**config.mk**
```make
export PLATFORM = sky130hd
export DESIGN_NAME = data_mem_responder
export DESIGN_NICKNAME = d
export VERILOG_FILES = /design/src/rtl/data_mem_responder_pkg.sv /design/src/rtl/mem_lane_align.sv /design/src/rtl/data_mem_responder.sv
export SDC_FILE = /design/constraint.sdc
export NUM_CORES = 2
export LEC_CHECK = 0
export ABC_AREA = 1
export BUFFER_PORTS_ARGS = -buffer_cell sky130_fd_sc_hd__clkbuf_2
export CORE_ASPECT_RATIO = 1.5
export CORE_MARGIN = 2
export CORE_UTILIZATION = 50
export DETAILED_ROUTE_END_ITERATION = 6
export PLACE_DENSITY = 0.68
export SETUP_SLACK_MARGIN = 0.4
export SYNTH_ARGS = -nofsm -noshare
export SYNTH_HDL_FRONTEND = slang
export SYNTH_SLANG_ARGS = --single-unit
```
**constraint.sdc**
```tcl
create_clock -name clk -period 5.4 [get_ports clk]
set_clock_uncertainty 0.05 [all_clocks]
set_input_delay 0.27 -clock clk [delete_from_list [all_inputs] [get_ports clk]]
set_output_delay 0.27 -clock clk [all_outputs]
set_load 0.02 [all_outputs]
```
**src/rtl/data_mem_responder_pkg.sv**
```systemverilog
`default_nettype none
// ============================================================================
// Module  : riscv_mem_pkg
// Brief   : Shared definitions for the data-memory responder: load/store size
//           codes, responder FSM states and the byte-lane mask helper.
// Revision: 1.0 - initial release
// ============================================================================
package riscv_mem_pkg;

  // funct3-style access size codes
  localparam logic [2:0] SZ_B  = 3'b000;
  localparam logic [2:0] SZ_H  = 3'b001;
  localparam logic [2:0] SZ_W  = 3'b010;
  localparam logic [2:0] SZ_BU = 3'b100;
  localparam logic [2:0] SZ_HU = 3'b101;

  // Responder FSM states
  typedef enum logic [1:0] {
    ST_IDLE = 2'd0,
    ST_WAIT = 2'd1,
    ST_RESP = 2'd2
  } state_t;

  // Byte lanes touched by an access of the given size at the given offset.
  // Illegal size codes select no lanes.
  function automatic logic [3:0] lane_mask(input logic [2:0] size, input logic [1:0] addr_lo);
    logic [3:0] mask;
    mask = 4'b0000;
    case (size)
      SZ_B, SZ_BU: mask = 4'b0001 << addr_lo;
      SZ_H, SZ_HU: mask = addr_lo[1] ? 4'b1100 : 4'b0011;
      SZ_W:        mask = 4'b1111;
      default:     mask = 4'b0000;
    endcase
    return mask;
  endfunction

endpackage
`default_nettype wire

```
**src/rtl/mem_lane_align.sv**
```systemverilog
`default_nettype none
// ============================================================================
// Module  : mem_lane_align
// Brief   : Combinational lane alignment for 32-bit data memory accesses.
//           Extracts and extends load data, replicates store data across
//           lanes, builds the byte write mask and flags illegal accesses.
// Revision: 1.0 - initial release
// ============================================================================
module mem_lane_align
  import riscv_mem_pkg::*;
(
  input  logic        we,
  input  logic [1:0]  addr_lo,
  input  logic [2:0]  size,
  input  logic [31:0] rdata_word,
  input  logic [31:0] wdata,
  output logic [31:0] load_data,
  output logic [31:0] wr_word,
  output logic [3:0]  wr_mask,
  output logic        err
);

  logic [31:0] w_shifted;

  assign w_shifted = rdata_word >> {addr_lo, 3'b000};

  // Legality: misaligned halves/words, unused size codes, unsigned store codes
  always_comb begin
    err = 1'b0;
    case (size)
      SZ_B:    err = 1'b0;
      SZ_H:    err = addr_lo[0];
      SZ_W:    err = (addr_lo != 2'b00);
      SZ_BU:   err = we;
      SZ_HU:   err = we | addr_lo[0];
      default: err = 1'b1;
    endcase
  end

  // Load extraction with sign or zero extension
  always_comb begin
    load_data = 32'h0;
    case (size)
      SZ_B:    load_data = {{24{w_shifted[7]}}, w_shifted[7:0]};
      SZ_BU:   load_data = {24'h0, w_shifted[7:0]};
      SZ_H:    load_data = {{16{w_shifted[15]}}, w_shifted[15:0]};
      SZ_HU:   load_data = {16'h0, w_shifted[15:0]};
      SZ_W:    load_data = rdata_word;
      default: load_data = 32'h0;
    endcase
  end

  // Store data replicated into every lane; the mask picks the live ones
  always_comb begin
    wr_word = wdata;
    case (size)
      SZ_B:    wr_word = {4{wdata[7:0]}};
      SZ_H:    wr_word = {2{wdata[15:0]}};
      default: wr_word = wdata;
    endcase
    wr_mask = (we && !err) ? lane_mask(size, addr_lo) : 4'b0000;
  end

endmodule
`default_nettype wire

```
**src/rtl/data_mem_responder.sv**
```systemverilog
`default_nettype none
// ============================================================================
// Module  : data_mem_responder
// Brief   : Memory-side responder for the CPU load/store interface. One
//           request at a time over valid/ready, fixed access latency,
//           byte/half/word stores with lane masking, extended loads, and a
//           response over a second valid/ready pair.
// Revision: 1.0 - initial release
// ============================================================================
module data_mem_responder
  import riscv_mem_pkg::*;
#(
  parameter int ADDR_W  = 8,
  parameter int LATENCY = 2
) (
  input  logic              clk,
  input  logic              rst,
  input  logic              req_valid,
  output logic              req_ready,
  input  logic              req_we,
  input  logic [ADDR_W-1:0] req_addr,
  input  logic [2:0]        req_size,
  input  logic [31:0]       req_wdata,
  output logic              rsp_valid,
  input  logic              rsp_ready,
  output logic [31:0]       rsp_rdata,
  output logic              rsp_err
);

  localparam int         c_depth    = 2 ** (ADDR_W - 2);
  localparam logic [3:0] c_cnt_init = 4'(LATENCY - 1);

  state_t            r_state;
  state_t            w_next;
  logic [3:0]        r_cnt;
  logic              r_we;
  logic [ADDR_W-1:0] r_addr;
  logic [2:0]        r_size;
  logic [31:0]       r_wdata;
  logic [31:0]       r_rsp_rdata;
  logic              r_rsp_err;
  logic [31:0]       r_mem [c_depth];

  logic              w_accept;
  logic              w_access;
  logic              w_rsp_done;
  logic [31:0]       w_rd_word;
  logic [31:0]       w_load_data;
  logic [31:0]       w_wr_word;
  logic [3:0]        w_wr_mask;
  logic              w_err;

  assign w_accept   = req_valid && req_ready;
  assign w_rsp_done = rsp_valid && rsp_ready;
  // The counter runs LATENCY-1 down to 0 over WAIT; the access fires on the
  // edge leaving WAIT, so the response appears exactly LATENCY edges after
  // the accept edge for every legal LATENCY including 1.
  assign w_access   = (r_state == ST_WAIT) && (r_cnt == 4'd0);
  assign w_rd_word  = r_mem[r_addr[ADDR_W-1:2]];
  assign rsp_rdata  = r_rsp_rdata;
  assign rsp_err    = r_rsp_err;

  mem_lane_align u_align (
    .we         (r_we),
    .addr_lo    (r_addr[1:0]),
    .size       (r_size),
    .rdata_word (w_rd_word),
    .wdata      (r_wdata),
    .load_data  (w_load_data),
    .wr_word    (w_wr_word),
    .wr_mask    (w_wr_mask),
    .err        (w_err)
  );

  // FSM state register
  always_ff @(posedge clk or posedge rst) begin
    if (rst) r_state <= ST_IDLE;
    else     r_state <= w_next;
  end

  // Next-state and handshake outputs
  always_comb begin
    w_next    = r_state;
    req_ready = 1'b0;
    rsp_valid = 1'b0;
    case (r_state)
      ST_IDLE: begin
        req_ready = 1'b1;
        if (req_valid) w_next = ST_WAIT;
      end
      ST_WAIT: begin
        if (r_cnt == 4'd0) w_next = ST_RESP;
      end
      ST_RESP: begin
        rsp_valid = 1'b1;
        if (rsp_ready) w_next = ST_IDLE;
      end
      default: w_next = ST_IDLE;
    endcase
  end

  // Request capture, latency counter and response registers
  always_ff @(posedge clk or posedge rst) begin
    if (rst) begin
      r_cnt       <= 4'd0;
      r_we        <= 1'b0;
      r_addr      <= '0;
      r_size      <= 3'b000;
      r_wdata     <= 32'h0;
      r_rsp_rdata <= 32'h0;
      r_rsp_err   <= 1'b0;
    end else begin
      if (w_accept) begin
        r_we    <= req_we;
        r_addr  <= req_addr;
        r_size  <= req_size;
        r_wdata <= req_wdata;
        r_cnt   <= c_cnt_init;
      end else if (r_state == ST_WAIT && r_cnt != 4'd0) begin
        r_cnt <= r_cnt - 4'd1;
      end

      if (w_access) begin
        r_rsp_rdata <= (w_err || r_we) ? 32'h0 : w_load_data;
        r_rsp_err   <= w_err;
      end else if (w_rsp_done) begin
        r_rsp_rdata <= 32'h0;
        r_rsp_err   <= 1'b0;
      end
    end
  end

  // Storage write; not reset, and blocked while reset is held
  always_ff @(posedge clk) begin
    if (!rst && w_access) begin
      for (int i = 0; i < 4; i++) begin
        if (w_wr_mask[i]) r_mem[r_addr[ADDR_W-1:2]][8*i +: 8] <= w_wr_word[8*i +: 8];
      end
    end
  end

endmodule
`default_nettype wire
```
==> results list <==
- Port bufs: 82
* Die area: 179000 µm²
* Share of flip-flops with an asynchronous set or reset after synthesis: 3.89%
- Avg Cell Area, Syn: 10.8 µm²
- Result of the run: complete, but fails checks
- Wire length of the first global-routing pass: 392 mm
- The routed layout has 61200 vias.
- Row generation in the floorplan step produced 188 rows.
* Aggregate global-route resource usage: 30.0%
* Yosys warnings: 0
* Wire length after detailed routing: 273 mm
- Fraction of the yosys area taken by sequential cells: 72.2%
* Clock group share of total power: 23.7%
- Net Switching: 0.0235 W
- Syn_nets: 8200
* Critical path buffer and inverter count: 3
- STA classifies the critical path endpoint as a register.
- Standby leakage power: 38.1 nW
* Final period demand of the worst path: 4350 ps
- The critical path is of the reg2reg type.
- Max-slew headroom: 15.1%
* Root Driver: clkbuf_16
- Number of maximum-capacitance violations: 0
- Non-Filler Cell Area, Final: 98000 µm²
- Arrival @ worst endpoint: 5040 ps
- In this run the remaining antenna-violating nets after routing total 0.
- At the later pin of the worst-skew pair, clock insertion delay measures 850 ps.
- Final instance count without filler cells: 10700
* Initial antenna violation count: 16
- Setup violations remaining at the end of the flow were counted as 0.
* Placement-stage cell area: 91400 µm²
- Drt initial violations: 7181
- IR analysis of the VDD net gives a maximum drop of 1.07 mV.
* Most frequent cells in the layout: 4067 x nand2_1, 2048 x edfxtp_1, 395 x nor2_1
- Of the total power, the share spent switching nets is 40.9%.
- The final reports fail on design-rule violations.
- Internal reg-to-reg setup slack: 1050 ps
- The congestion estimate from routability-driven global placement came to 0.965.
- Category of cells accounting for the largest share of critical-path delay: simple AND/OR/NAND/NOR gates
* Max Clock Freq: 230 MHz
* Starting Density: 50.3%
* Number of setup buffers added after CTS: 0
* Highest cell delay on the worst timing path: 740 ps
- After floorplanning, the core was sized to cover 175000 µm².
- Die outline width: 347 µm
- Of the cells placed in the final design, the portion with a size suffix greater than 1 is 7.39%.
* Cell mode on critical path: nand2_1
- The mapped netlist covers 88000 µm².
* Main synth FF type: edfxtp_1
* Final HPWL DP: 168 mm
* Final hold violations: 0
* Layout overhead on the synthesized area: 11.4%
- Number of buffers on the longest clock path: 3
* CTS tree: yes
* WL/cell: 25.6 µm
* Comb pwr share: 36.7%
* Total overflow reported by the global router: 0
* Critical-path cell list: inv_16 -> buf_12 -> buf_4 -> nand2_1 -> nand3_1 -> nand2_1 -> o21ai_1 -> nand2_1 -> nor2_1 -> nand2_1 -> nand2_1 -> nand2_1 -> o21ai_4 -> nand2_1 -> nand2_1 -> nand2_1
* Crit share post-route: 80.6%
- After synthesis, the netlist uses 35 different library cells.
- Setup repair after global routing left no endpoint under its margin.
- Number of synthesized register bits: 2131
- On the critical path, the stage with the largest delay is an instance of dfrtp_4.
* Number of global-route vias before repair: 58900
* Number of enable-type register cells in the synthesized netlist: 2048
- Most common library cell in the layout ignoring fill and taps: nand2_1
* Internal power of the cells: 0.0340 W
- The clock drives 2131 sinks.
- For this run, the post-layout net count is 8273.
- DRC violation count after routing: 5
- The first TritonRoute pass finished after 7 iterations.
* Htree depth: 4
- Cell total after placement: 10300
- Ratio of routed vias to standard cells: 5.74
- Data required time at the worst endpoint: 6090 ps
- Top Ports: 83
- The worst hold path belongs to the class in2async.
- Startpoint of the worst-slack reg-to-reg timing path: r_addr[2]$_DFFE_PP0P_
- Of all nets on the critical path, the largest fanout is 144.
- Sum Neg Setup Slack: 0 ps
- Final Max Slew Viols: 0
- Hold repair after CTS inserted 46 buffers.
- For the worst flop-to-flop path, the logic depth is 16.
* R2r endpoint: rsp_rdata[16]$_DFFE_PP0P_
- TritonCTS created 184 clock buffers.
- Final hold analysis gives a worst-case slack of 106 ps.
* Cell area power density: 587 nW/µm²
- The die is 518 µm tall.
- STA classifies the critical path startpoint as a register.
* Instance count of the mapped netlist: 8151
- Post-CTS sizing: 0
- Clock-pin slew was measured on the worst setup and hold paths at 70 ps.
- For the pin with the worst max-slew slack, the measured transition is 1270 ps.
* Largest net degree at the start of global routing: 183
- Registers are responsible for 39.6% of the overall power.
## metal layers
| metal | share of wire, % | routed length [µm] | track usage (%) | vias to the layer above |
|---|---|---|---|---|
| met5 | 0.054 | 147 | 0 | - |
| met4 | 8.6 | 23400 | 22.3 | 22 |
| met3 | 10 | 27400 | 6.31 | 922 |
| met2 | 47 | 128000 | 48.1 | 3657 |
| met1 | 34 | 93500 | 35.7 | 29300 |
| li1 | - | - | - | 27300 |
## cells in the mapped netlist, types with 2 or more instances
cell type | count | area (µm²)
o21ai_0 | 180 | 901
clkbuf_1 | 181 | 679
or2_0 | 8 | 50.1
o21ai_1 | 117 | 586
or2_2 | 14 | 87.6
nor2_2 | 5 | 31.3
nand3_1 | 133 | 666
a21oi_1 | 249 | 1250
buf_6 | 4 | 45.0
a21boi_0 | 8 | 60.1
nor2_1 | 399 | 1500
a22o_1 | 2 | 17.5
or2_1 | 2 | 12.5
inv_2 | 6 | 22.5
nor3_1 | 12 | 60.1
edfxtp_1 | 2048 | 61500
clkinv_1 | 2 | 7.51
nand4_1 | 65 | 407
nand2_1 | 4070 | 15300
buf_1 | 42 | 158
dfrtp_1 | 83 | 2080
o22ai_1 | 9 | 56.3
o211ai_1 | 23 | 173
buf_2 | 196 | 981
nand2_2 | 2 | 12.5
a22oi_1 | 63 | 473
buf_4 | 10 | 75.1
inv_1 | 211 | 792
## cell type report
class / instances / area, µm²
fillers: 14500 / 77000
flip-flops and latches: 2131 / 63600
multi-input cells: 5367 / 22100
clock buffers: 228 / 4850
well taps: 2280 / 2850
repair buffers: 320 / 2490
clock inverters: 108 / 1300
inverters: 220 / 856
diodes: 9 / 22.5
## power groups by stage
| stage | combinational (W) | clock, W | sequential (W) |
|---|---|---|---|
| floorplan | 0.0111 | 0 | 0.0237 |
| global placement | 0.0203 | 0 | 0.0231 |
| detailed placement | 0.0205 | 0 | 0.0231 |
| CTS | 0.0206 | 0.0137 | 0.0228 |
| global route | 0.0224 | 0.0142 | 0.0228 |
| finish | 0.0211 | 0.0136 | 0.0228 |
## worst max path at each step
| stage | startpoint | to | slack, ps | depth (start not counted) |
|---|---|---|---|---|
| floorplan | r_size[1]$_DFFE_PP0P_ | r_mem[0][24]$_DFFE_PP_ | 960 | 7 |
| global placement | r_addr[2]$_DFFE_PP0P_ | rsp_rdata[11]$_DFFE_PP0P_ | 1220 | 16 |
| detailed placement | r_addr[2]$_DFFE_PP0P_ | rsp_rdata[16]$_DFFE_PP0P_ | 1200 | 16 |
| CTS | r_addr[2]$_DFFE_PP0P_ | rsp_rdata[26]$_DFFE_PP0P_ | 1180 | 16 |
| global route | r_addr[2]$_DFFE_PP0P_ | rsp_rdata[15]$_DFFE_PP0P_ | 830 | 16 |
| finish | r_addr[2]$_DFFE_PP0P_ | rsp_rdata[16]$_DFFE_PP0P_ | 1050 | 16 |
## flip-flops by register name (all words and copies together), names as in the netlist
register	count
r_mem	2048
r_wdata	32
rsp_rdata	32
r_addr	8
r_cnt	4
r_size	3
r_state	2
r_we	1
rsp_err	1
## cells by family after synthesis
group | Yosys count | share of synthesized area [%]
simple gates | 4712 | 20.6
fa+ha+maj | 1 | 0.0142
flops | 2131 | 72.2
buf+inv | 653 | 3.14
compound gates | 654 | 4.03
## per-stage QoR
stage | utilization (%) | total power, W | setup WS [ps]
final | 56.0 | 0.0575 | 1050
after CTS | 56.0 | 0.0571 | 1180
after detailed placement | 52.2 | 0.0437 | 1200
after global routing | 56.0 | 0.0594 | 835
after floorplan | - | 0.0348 | 965
after global placement | 52.2 | 0.0434 | 1220
## worst reg2reg max path, cell delays in order (launching register included)
cell     delay [ps]
dfrtp_4         740
inv_16          540
buf_12          470
buf_4           310
nand2_1          80
nand3_1          90
nand2_1          70
o21ai_1         130
nand2_1          80
nor2_1          240
nand2_1         330
nand2_1         150
nand2_1         110
o21ai_4         550
nand2_1         170
nand2_1          90
nand2_1          60
No activity file was read; power rests on OpenSTA's default activity.
